`src/rtl/register_file_seq.sv`:
```
// Sequential register file: one operation reads NREAD channels, one per cycle,
// then optionally writes, all through a single-ported storage array.
module register_file_seq #(
  parameter int unsigned WIDTH     = 32,
  parameter int unsigned ADDR_BITS = 5,
  parameter int unsigned NREAD     = 2,
  parameter int unsigned ZERO_REG  = 1
) (
  input  logic                       clk,
  input  logic                       rst,
  input  logic                       start,
  input  logic [NREAD*ADDR_BITS-1:0] rd_addr,
  input  logic                       wr_en,
  input  logic [ADDR_BITS-1:0]       wr_addr,
  input  logic [WIDTH-1:0]           wr_data,
  output logic                       busy,
  output logic                       done,
  output logic [NREAD*WIDTH-1:0]     rd_data
);

  localparam int unsigned Depth  = 2 ** ADDR_BITS;
  localparam int unsigned IdxW   = (NREAD > 1) ? $clog2(NREAD) : 1;
  localparam bit          ZeroEn = (ZERO_REG != 0);

  typedef enum logic [1:0] {StIdle, StRead, StWrite} state_e;

  state_e                       state_q, state_d;
  logic [IdxW-1:0]              idx_q, idx_d;
  logic                         done_q, done_d;
  logic [NREAD*ADDR_BITS-1:0]   rd_addr_q;
  logic                         wr_en_q;
  logic [ADDR_BITS-1:0]         wr_addr_q;
  logic [WIDTH-1:0]             wr_data_q;
  logic [NREAD*WIDTH-1:0]       rd_data_q;

  logic [WIDTH-1:0]             mem [Depth];

  logic                         accept;
  logic                         rd_we;
  logic                         mem_we;
  logic [ADDR_BITS-1:0]         cur_addr;
  logic [WIDTH-1:0]             rd_val;

  always_comb begin
    cur_addr = rd_addr_q[int'(idx_q) * ADDR_BITS +: ADDR_BITS];
    rd_val   = (ZeroEn && cur_addr == '0) ? '0 : mem[cur_addr];
  end

  always_comb begin
    state_d = state_q;
    idx_d   = idx_q;
    done_d  = 1'b0;
    accept  = 1'b0;
    rd_we   = 1'b0;
    mem_we  = 1'b0;
    unique case (state_q)
      StIdle: begin
        if (start) begin
          accept  = 1'b1;
          idx_d   = '0;
          state_d = StRead;
        end
      end
      StRead: begin
        rd_we = 1'b1;
        if (idx_q == IdxW'(NREAD - 1)) begin
          idx_d = '0;
          if (wr_en_q) begin
            state_d = StWrite;
          end else begin
            state_d = StIdle;
            done_d  = 1'b1;
          end
        end else begin
          idx_d = idx_q + IdxW'(1);
        end
      end
      StWrite: begin
        // The cycle is spent even when the write to register 0 is discarded.
        mem_we  = !(ZeroEn && wr_addr_q == '0);
        state_d = StIdle;
        done_d  = 1'b1;
      end
      default: state_d = StIdle;
    endcase
  end

  always_ff @(posedge clk or posedge rst) begin
    if (rst) begin
      state_q   <= StIdle;
      idx_q     <= '0;
      done_q    <= 1'b0;
      rd_addr_q <= '0;
      wr_en_q   <= 1'b0;
      wr_addr_q <= '0;
      wr_data_q <= '0;
      rd_data_q <= '0;
    end else begin
      state_q <= state_d;
      idx_q   <= idx_d;
      done_q  <= done_d;
      if (accept) begin
        rd_addr_q <= rd_addr;
        wr_en_q   <= wr_en;
        wr_addr_q <= wr_addr;
        wr_data_q <= wr_data;
      end
      if (rd_we) begin
        rd_data_q[int'(idx_q) * WIDTH +: WIDTH] <= rd_val;
      end
    end
  end

  // Storage is deliberately left out of reset.
  always_ff @(posedge clk) begin
    if (mem_we) begin
      mem[wr_addr_q] <= wr_data_q;
    end
  end

  assign busy    = (state_q != StIdle);
  assign done    = done_q;
  assign rd_data = rd_data_q;

endmodule

```
`config.mk`:
```
export PLATFORM = sky130hd
export DESIGN_NAME = register_file_seq
export DESIGN_NICKNAME = d
export VERILOG_FILES = /design/src/rtl/register_file_seq.sv
export SDC_FILE = /design/constraint.sdc
export NUM_CORES = 1
export LEC_CHECK = 0
export BUFFER_PORTS_ARGS = -buffer_cell sky130_fd_sc_hd__buf_2
export CORE_UTILIZATION = 45
export CTS_BUF_LIST = sky130_fd_sc_hd__clkbuf_4 sky130_fd_sc_hd__clkbuf_8 sky130_fd_sc_hd__clkbuf_16
export CTS_CLUSTER_DIAMETER = 200
export DETAILED_ROUTE_END_ITERATION = 6
export GPL_ROUTABILITY_DRIVEN = 0
export PLACE_DENSITY_LB_ADDON = 0.05
export SLEW_MARGIN = 15
export SYNTH_ARGS = -nofsm -noshare
export SYNTH_HDL_FRONTEND = slang
export SYNTH_SLANG_ARGS = --single-unit
```
`constraint.sdc`:
```
create_clock -name clk -period 4.15 [get_ports clk]
set_clock_uncertainty 0.1 [all_clocks]
set_input_delay 0.6225 -clock clk [delete_from_list [all_inputs] [get_ports clk]]
set_output_delay 0.6225 -clock clk [all_outputs]
set_load 0.05 [all_outputs]
```
==> flow_summary.toml <==
[power_and_ir_drop]
p_total_mw = 49.80
p_sw_frac = 0.4353
powerDensity_nw_per_um2 = 885.3
switchingPower_mw = 21.68
peakVddDrop_mv = 0.7853
power.leakage_nw = 18.85
p_clk_frac = 0.222
internal_power_mw = 28.13
combPwrFrac = 0.435
seq_power_share = 0.342

[synth]
yosys_warnings = 0
synth-main-ff-cell = "edfxtp_1"
synth.area.top_cells = "edfxtp_1 (62%), dfrtp_1 (5.9%), nand2_1 (4.1%)"
async_flop_share = 0.1018
synth-seq-cells = 1140
synth_area_per_cell_um2 = 13.12
yosys.area.top_type = "edfxtp_1"
ys_seq_area_frac = 0.6836
synth_top_area_frac = 0.6246
synth_area_um2 = 49230
syn_inst = 3752
yosysMostFrequentCell = "edfxtp_1"
synth_cell_types = 74
synth_edf_count = 1024
yosys-top-cells-count = "edfxtp_1 (1,024), nand2_1 (541), a21oi_1 (381)"

[cts]
clk_latency_ns = 0.73
htreeDepth = 3
cts.clk_slew.worst_paths_ns = 0.06
clock-root-buffer = "clkbuf_16"
clockBufferDepth = 3
cts_sinks = 1140
cts_tree = "built"
holdBufCountCts = 8
cts_buffers = 119
post-cts-setup-buffers = 0
cts-resized-gates = 0

[routing]
wl_um = 158900
dr.pass1.iters = 6
drt_iter0_markers = 4065
vias_per_cell = 6.357
routedWlPerCell_um = 29.46
vias = 34280
drc = 0
antenna_left = 0

[worst_setup_path]
path_buf_inv = 1
critPathMaxStageDelay_ns = 0.75
reg2reg_from = "rd_addr_q[2]$_DFFE_PP0P_"
crit_path_end_kind = "flip-flop"
cp.required_ns = 4.61
reg2reg_to = "rd_data[33]$_DFFE_PP0P_"
critical_path_arrival_ns = 4.19
path_max_fanout = 38
ff2ff_path_depth = 7
start_kind = "flip-flop"
path_cells = "nand2b_1, o22ai_4, buf_4, o21ai_0, o22a_1, a31oi_1, a221oi_1"
crit_type = "flip-flop to flip-flop"
slowest_stage = "a31oi_1"
r2r_slack_ns = 0.42
crit_family = "compound AO/OA/AOI/OAI gates"

[hold_path]
whs_path_depth = 2
hold_path_end = "wr_data_q[17]$_DFFE_PP0P_"
hp-class = "primary input to flip-flop"
min-delay-start = "wr_data[17]"

[final_layout]
regArea_um2 = 33680
multiInputGateArea_um2 = 14530
nNetsFinal = 3937
drive_gt1_frac = 0.1766
syn2layout_area_growth_pct = 14.28
post-route-util = 0.5218
num-fill-cells = 9048

[timing]
maxSlewHeadroom = 0.2013
holdWs_ns = 0.03044
maxSlewViolCount = 0
fin_ws_ns = 0.4162
max_freq_mhz = 267.8
fin_crit_ns = 3.734
setup_tns_ns = 0
setup_viol = 0
fin_crit_sh = 0.8997
hold_viol_final = 0
rsz0062_at_grt = "false"
worstMarginPinSlew_ns = 1.198

[floorplan]
rows = 120
initial_core_util = 0.4567
pin_count = 117
die_y_um = 332.8
fp.coreArea_um2 = 107800
die_width_um = 332.8
die_area_um2 = 110700

[placement]
hpwl_um = 93630
portBuffers = 116
dp_slack_ns = 0.6820

[grt]
grt_max_degree = 157
grt_usage = 0.2834
antenna_found_initial = 2
grt_pass1_vias = 33080
grt.overflow.total = 0
grt_pass1_wl_um = 230400

[status]
status = "finished clean"

[job]
maxCapViolCount = 0
[sequential cells by signal (all words and copies together), names as in the netlist]
register   count
idx_q          1
state_q        2
wr_addr_q      5
wr_data_q     32
rd_addr_q     10
mem         1024
rd_data       64
wr_en_q        1
done           1
[power groups by stage]
stage | registers, mW | clock network, mW | logic, mW
after floorplan | 17.3 | 0 | 12.5
after global placement | 17.1 | 0 | 21.0
after detailed placement | 17.2 | 0 | 21.4
after CTS | 17.0 | 11.2 | 21.4
after global routing | 17.2 | 11.6 | 23.0
final | 17.0 | 11.1 | 21.7
[per-layer routing]
layer,part of all wire,up-vias,track usage,wire length [um]
met5,0,-,0,0
met3,0.088,238,0.04880,13990
met2,0.46,1656,0.4355,72340
li1,-,14760,-,-
met1,0.43,17630,0.4135,68630
met4,0.024,0,0.08148,3889
[how the worst max path moves through the flow]
stage / startpoint / end / depth (start not counted)
floorplan: rst / done$_DFF_PP0_ / 1
global placement: idx_q$_DFFE_PP0P_ / rd_data[24]$_DFFE_PP0P_ / 7
detailed placement: idx_q$_DFFE_PP0P_ / rd_data[1]$_DFFE_PP0P_ / 7
CTS: idx_q$_DFFE_PP0P_ / rd_data[33]$_DFFE_PP0P_ / 7
global route: idx_q$_DFFE_PP0P_ / rd_data[31]$_DFFE_PP0P_ / 7
finish: rd_addr_q[2]$_DFFE_PP0P_ / rd_data[33]$_DFFE_PP0P_ / 7
[placed cells by master, fill, tap and decap left out, drive strengths merged, types with 30 or more instances in the layout]
cell type     n
a211oi      160
a21oi       383
a22oi        89
a31oi        94
buf         269
clkbuf      157
clkinv       47
conb         32
dfrtp       116
edfxtp     1024
mux2         55
mux2i        30
nand2       541
nand2b       72
nand3       107
nor2         63
nor2b       136
o21ai       101
o221a        39
o22ai        85
o31ai        43
[final cells by class]
| class | instances | area share |
|---|---|---|
| inverter | 17 | 0.001223 |
| sequential | 1140 | 0.5988 |
| timing repair buffer | 277 | 0.03817 |
| antenna | 2 | 0.00008896 |
| clock buffer | 157 | 0.05978 |
| clock inverter | 68 | 0.01254 |
| tap | 1403 | 0.03120 |
| multi-input combinational | 2328 | 0.2582 |
[stage by stage]
stage	cells	cell area (um2)
CTS	5390	56230
detailed placement	5157	52080
finish	5392	56260
global placement	5157	52070
floorplan	3783	49340
global route	5390	56250
[logic make-up (layout without fill, tap and decap cells)]
group           Yosys count  count (layout)  synth area share
buf+inv                 315             519           0.03060
mux                     109             109           0.03032
simple gates           1009            1009           0.09496
flops                  1140            1140            0.6836
other cells               1              34        0.00007618
compound gates         1175            1175            0.1597
fa+ha+maj                 3               3         0.0007626
Note: power is estimated with default switching activity, not from simulation.
